--- src/rtl/sbqm_queue_ctrl.sv ---
// Queue controller for the smart bank queue manager: debounced entry/exit sensing,
// people/teller counts, and waiting-time ROM sequencing with error/flag outputs.
module sbqm_queue_ctrl #(
    parameter int unsigned DEBOUNCE = 4
) (
    input  logic       clk,
    input  logic       rst,
    input  logic       back_sensor,
    input  logic       front_sensor,
    input  logic [1:0] tcount_in,
    input  logic [7:0] rom_data,
    output logic [4:0] rom_addr,
    output logic [2:0] pcount,
    output logic [1:0] tcount,
    output logic       empty_flag,
    output logic       full_flag,
    output logic [7:0] wait_time,
    output logic       wait_valid,
    output logic       overflow_err,
    output logic       underflow_err
);

    typedef enum logic [1:0] {S_EMPTY, S_QUEUED, S_FULL} state_t;

    state_t     state, state_nxt;
    logic [2:0] pcount_nxt;
    logic       ovf_nxt, unf_nxt;
    logic       addr_chg;
    logic [1:0] raw;
    logic [1:0] ev;
    logic       inc, dec;

    assign raw = {front_sensor, back_sensor};

    // Index 0 is the entry (back) sensor, index 1 the exit (front) sensor.
    for (genvar g = 0; g < 2; g++) begin : g_deb
        logic       s1, s2, lvl, lvl_d;
        logic [3:0] cnt;

        always_ff @(posedge clk) begin
            if (rst) begin
                s1    <= 1'b0;
                s2    <= 1'b0;
                lvl   <= 1'b0;
                lvl_d <= 1'b0;
                cnt   <= '0;
            end else begin
                s1    <= raw[g];
                s2    <= s1;
                lvl_d <= lvl;
                if (s2 == lvl) begin
                    cnt <= '0;
                end else if (cnt == 4'(DEBOUNCE)) begin
                    lvl <= s2;
                    cnt <= '0;
                end else begin
                    cnt <= cnt + 4'd1;
                end
            end
        end

        assign ev[g] = lvl & ~lvl_d;
    end

    // Simultaneous entry and exit cancel out, so only lone events move the count.
    assign inc = ev[0] & ~ev[1];
    assign dec = ev[1] & ~ev[0];

    always_comb begin
        state_nxt  = state;
        pcount_nxt = pcount;
        ovf_nxt    = 1'b0;
        unf_nxt    = 1'b0;
        case (state)
            S_EMPTY: begin
                if (inc) begin
                    state_nxt  = S_QUEUED;
                    pcount_nxt = 3'd1;
                end else if (dec) begin
                    unf_nxt = 1'b1;
                end
            end
            S_QUEUED: begin
                if (inc) begin
                    pcount_nxt = pcount + 3'd1;
                    if (pcount == 3'd6) state_nxt = S_FULL;
                end else if (dec) begin
                    pcount_nxt = pcount - 3'd1;
                    if (pcount == 3'd1) state_nxt = S_EMPTY;
                end
            end
            S_FULL: begin
                if (inc) begin
                    ovf_nxt = 1'b1;
                end else if (dec) begin
                    state_nxt  = S_QUEUED;
                    pcount_nxt = 3'd6;
                end
            end
            default: begin
                state_nxt  = S_EMPTY;
                pcount_nxt = '0;
            end
        endcase
    end

    always_ff @(posedge clk) begin
        if (rst) begin
            state         <= S_EMPTY;
            pcount        <= '0;
            tcount        <= '0;
            wait_time     <= '0;
            addr_chg      <= 1'b0;
            wait_valid    <= 1'b0;
            overflow_err  <= 1'b0;
            underflow_err <= 1'b0;
        end else begin
            state         <= state_nxt;
            pcount        <= pcount_nxt;
            tcount        <= tcount_in;
            wait_time     <= rom_data;
            addr_chg      <= (pcount_nxt != pcount) || (tcount_in != tcount);
            wait_valid    <= addr_chg;
            overflow_err  <= ovf_nxt;
            underflow_err <= unf_nxt;
        end
    end

    assign rom_addr   = {tcount, pcount};
    assign empty_flag = (state == S_EMPTY);
    assign full_flag  = (state == S_FULL);

endmodule
--- config.mk ---
export PLATFORM = sky130hd
export DESIGN_NAME = sbqm_queue_ctrl
export DESIGN_NICKNAME = d
export VERILOG_FILES = /design/src/rtl/sbqm_queue_ctrl.sv
export SDC_FILE = /design/constraint.sdc
export NUM_CORES = 1
export LEC_CHECK = 0
export CELL_PAD_IN_SITES_DETAIL_PLACEMENT = 0
export CELL_PAD_IN_SITES_GLOBAL_PLACEMENT = 1
export CORE_MARGIN = 2
export CORE_UTILIZATION = 45
export CTS_CLUSTER_SIZE = 20
export DETAILED_ROUTE_END_ITERATION = 8
export DONT_BUFFER_PORTS = 1
export GPL_TIMING_DRIVEN = 0
export PLACE_DENSITY = 0.86
export SLEW_MARGIN = 20
export SYNTH_ARGS = -nofsm -noshare
export SYNTH_HDL_FRONTEND = slang
export SYNTH_SLANG_ARGS = --single-unit
--- constraint.sdc ---
create_clock -name clk -period 2.41 [get_ports clk]
set_clock_uncertainty 0.1 [all_clocks]
set_input_delay 0.1205 -clock clk [delete_from_list [all_inputs] [get_ports clk]]
set_output_delay 0.1205 -clock clk [all_outputs]
set_load 0.005 [all_outputs]
After elaboration in Yosys (flattened, before gate mapping)
Cells that the tools add are included.
- add/subtract/negate cells: 4
- equality and inequality tests: 16
- multiplexer cells: 16
- bitwise operators: 12
- reductions and logical operators: 9
- operators with widths (kind ; count):
    $mux W3 ; 5
    $mux W2 ; 7
    $ne A3 B3 Y1 const B ; 3
    $pmux W3 S3 ; 1
    $reduce_or A3 Y1 ; 3
    $add A4 B1 Y4 const B ; 2
    $eq A4 B3 Y1 const B ; 2
    $not A1 Y1 ; 8
    $pmux W2 S3 ; 1
    $reduce_and A6 Y1 ; 1
    $and A1 B1 Y1 ; 4
    $ne A2 B1 Y1 const B ; 2
    $reduce_and A2 Y1 ; 2
    $add A3 B1 Y3 const B ; 1
    $eq A3 B1 Y1 const B ; 1
    $eq A3 B3 Y1 const B ; 1
    $ne A3 B3 Y1 ; 1
    $sub A3 B1 Y3 const B ; 1
    $eq A1 B1 Y1 ; 2
    $eq A2 B1 Y1 const B ; 1
    $eq A2 B2 Y1 const B ; 1
    $logic_not A2 Y1 ; 1
    $mux W1 ; 2
    $ne A2 B2 Y1 ; 1
    other kinds (3) ; 3
- register bits: 35
- input bits: 14
- output and inout bits: 23
- word-level logic and storage cells: 75

Depth between registers and ports, before layout
- depth in word-level cells: 9
- mapped depth: 10
- gate-level depth less buffers: 10

Worst setup path before layout
No wires, ideal clock.
- kind: register to register
- from: reg pcount[0]
- to: reg addr_chg
- data arrival time: 1.601 ns
- data required time: 2.177 ns
- slack: 0.576 ns
- cell stages (with the launch flop): 8
- buffers on the path: 0
- path through: dfxtp_1 -> inv_1 -> ha_1 -> nor2b_1 -> o311a_1 -> a211o_1 -> nand2_1 -> a31oi_1
- cells in the longest elaborated chain, start to end: 6
- ends and longest elaborated chain (item ; line ; RTL):
    start, declared ; 13 ; output logic [2:0] pcount,
    start signal, assigned ; 119 ; pcount <= pcount_nxt;
    $sub A3 B1 Y3 ; 88 ; pcount_nxt = pcount - 3'd1;
    $mux W3 ; 87 ; end else if (dec) begin
    $mux W3 ; 84 ; if (inc) begin
    $pmux W3 S3 ; 74 ; case (state)
    $ne A3 B3 Y1 * ; 122 ; addr_chg <= (pcount_nxt != pcount) || (tcount_in != tcount);
    $logic_or A1 B1 Y1 * ; 122 ;
    end signal, assigned ; 122 ;
    end, declared ; 28 ; logic addr_chg;
Mark *: on every way between the ends. The rest lies on a longest branch, timed or not.
A chain may end at the register's enable or synchronous reset.

Worst setup path in the final report
Same ends and word-level chain as after synthesis.

==> flow_metrics.tcl <==
set metrics [dict create \
    status "complete, no violations" \
    num_vias 1176 \
    period_share_pct 85.3 \
    start_util_pct 47.4 \
    synthCells 170 \
    grt_max_degree 13 \
    grt_pass1_vias 1187 \
    yosysMostFrequentCell "dfxtp_1" \
    hold_path.class "input port to flop" \
    antenna_found_initial 0 \
    critPathRequiredTime_ns 2.52 \
    timing.final.max_slew_violations 0 \
    min_period_ns 2.06 \
    pin_count 37 \
    cp.arrival_ns 2.17 \
    grt_pass1_wl_um 5010 \
    synth_cell_types 31 \
    relSlewSlack_pct 67.4 \
    hold_violations 0 \
    die_w_um 63.8 \
    p_leak_nw 0.753 \
    num-nets-final 217 \
    p_seq_share_pct 60.8 \
    synth_edf_count 0 \
    fin_tns_setup_ns 0 \
    diodes 0 \
    tightestPinTransition_ns 0.488 \
    ant_nets 0 \
    portBuffers 0 \
    yosys.area.top_type "dfxtp_1" \
    ir_drop_mv 0.328 \
    wl_per_cell_um 12.8 \
    cap_violations 0 \
    layout-drive-gt1-share_pct 10.5 \
    critPathLaunchType "flop" \
    wl_um 3030 \
    synth-seq-area-share_pct 43.6 \
    coreArea_um2 3390 \
    power.density_nw_per_um2 533 \
    synthFlopType "dfxtp_1" \
    clk-insertion-delay-late_ns 0.34 \
    syn-num-nets 197 \
    cts_tree "built" \
    switching_power_w 0.000225 \
    path_class "flop to flop" \
    p_sw_share_pct 22.7 \
    drc 0 \
    yosys_warnings 0 \
    ys_async_sr_fraction_pct 0 \
    via_per_inst 4.96 \
    clock_sinks 35 \
    areaGrowthSynthToFinish_pct 15.9 \
    fill_cells 303 \
    critPathMaxFanout 8 \
    cts-resized-gates 0 \
    first_pass_iters 4 \
    syn_area_per_cell_um2 9.46 \
    reg_top3 "g_deb.cnt: 8 flops, wait_time: 8 flops, pcount: 3 flops" \
    syn_area_um2 1610 \
    pre_cts_ws_ns 0.345 \
    pwr-share-clk_pct 34.2 \
    clock_path_buffers 2 \
    clk_pin_slew_ns 0.11 \
    finalWeightedCongestion 0.825 \
    die_h_um 63.8 \
    drt-initial-drc-count 64 \
    cts_buffers 5 \
    fmax_mhz 486 \
    grt_usage_pct 16.2 \
    grt_remaining_overflow 0 \
    holdBufCountCts 13 \
    synth_top_area_share_pct 43.6 \
    rsz0062_at_grt "false" \
    synthTopCellsByCount "dfxtp_1 (35), nor2b_1 (23), nor2_1 (19), ha_1 (13), inv_1 (13)" \
    rows 21 \
    htreeDepth 2 \
    dieArea_um2 4070 \
    setup_ws_ns 0.354 \
    synth_area_leaders "dfxtp_1 (44%), ha_1 (10%), nor2b_1 (8.9%), nor2_1 (4.4%), xnor2_1 (3.3%)" \
    postCtsSetupBuffers 0 \
    p_comb_share_pct 5.0 \
    ys_ff_latch 35 \
    hold_ws_ns 0.0417 \
    cts_root_buf "clkbuf_4" \
    setup_viol 0 \
    intPower_w 0.000768 \
    place_hpwl_um 2180 \
    end_kind "flop" \
]
## layout make-up
type / instances / area, µm² / share of cell area, %
inverter: 13 / 48.8 / 2.62
tap: 46 / 57.6 / 3.09
sequential: 35 / 701 / 37.6
clock buffer: 6 / 51.3 / 2.75
buffer: 11 / 63.8 / 3.43
timing repair buffer: 13 / 130 / 6.98
multi-input combinational: 111 / 795 / 42.6
clock inverter: 2 / 16.3 / 0.873
## placed cells by master (no fill, tap or decap)
cell type	synthesis	layout
a31oi_1	1	1
inv_1	13	13
clkinvlp_4	0	1
dlygate4sd3_1	0	13
a21oi_1	8	8
o311a_1	1	1
o21bai_1	1	1
clkbuf_4	0	5
or3_1	3	3
mux2i_1	3	3
nor2b_1	23	23
xnor2_1	6	6
buf_4	5	5
o21ai_0	4	4
o22ai_2	1	1
and2b_1	1	1
a21oi_2	2	2
or2b_1	1	1
nand2b_1	4	4
nand2_1	4	4
nor4b_1	1	1
a32oi_1	1	1
clkinv_4	0	1
nor2_1	19	19
ha_1	13	13
a211o_1	2	2
dfxtp_1	35	35
and3b_1	3	3
clkbuf_8	0	1
xor2_1	4	4
nand3_1	3	3
buf_1	1	1
clkbuf_1	2	2
a2111oi_4	1	1
buf_2	3	3
a22oi_1	1	1
## power by group through the flow
stage / sequential [W] / combinational (W) / clock, W
final: 0.000603 / 0.0000498 / 0.000340
after global routing: 0.000606 / 0.0000554 / 0.000371
after CTS: 0.000604 / 0.0000501 / 0.000351
after detailed placement: 0.000617 / 0.0000343 / 0
after global placement: 0.000616 / 0.0000324 / 0
after floorplan: 0.000614 / 0.0000285 / 0
## worst max-delay path: stages, from the launching register on
cell and delay (ns):
dfxtp_1 0.53, inv_1 0.15, ha_1 0.32, nor2b_1 0.05, o311a_1 0.37, a211o_1 0.28, nand2_1 0.05, a31oi_1 0.07
## cells by family (layout without fill, tap and decap cells)
| family | count (synthesis) | count (layout) | share of synthesized area (%) |
|---|---|---|---|
| XOR/XNOR | 10 | 10 | 5.45 |
| multiplexers | 3 | 3 | 1.87 |
| adder cells (fa/ha/maj) | 13 | 13 | 10.1 |
| buffers and inverters | 24 | 45 | 7.00 |
| AND/OR/NAND/NOR | 62 | 62 | 21.1 |
| AO/OA/AOI/OAI | 23 | 23 | 10.9 |
| flip-flops | 35 | 35 | 43.6 |
## through the flow
| stage | cells | total power [W] | area (µm²) | utilization (%) |
|---|---|---|---|---|
| 3_5_place_dp | 216 | 0.000651 | 1670 | 49.1 |
| 6_report | 237 | 0.000993 | 1860 | 55.0 |
| 5_1_grt | 237 | 0.00103 | 1860 | 55.0 |
| 2_1_floorplan | 170 | 0.000642 | 1610 | - |
| 4_1_cts | 237 | 0.00100 | 1860 | 55.0 |
| 3_3_place_gp | 216 | 0.000648 | 1670 | 49.1 |
## layer usage
layer / vias up / wire length [µm] / GRT usage [%]
met3: 5 / 167 / 5.11
met4: 0 / 48 / 7.34
li1: 583 / - / -
met2: 39 / 1570 / 28.8
met1: 549 / 1240 / 17.4
met5: - / 0 / 0
## worst paths after layout
check                    from           end  slack [ns]  depth (start not counted)
setup / recovery    pcount[0]      addr_chg        0.35                          7
setup reg to reg    pcount[0]      addr_chg        0.35                          7
hold reg to reg   g_deb[0].s1   g_deb[0].s2        0.36                          1
hold / removal            rst  wait_time[7]        0.04                          2
(Power assumes the default switching activity.)
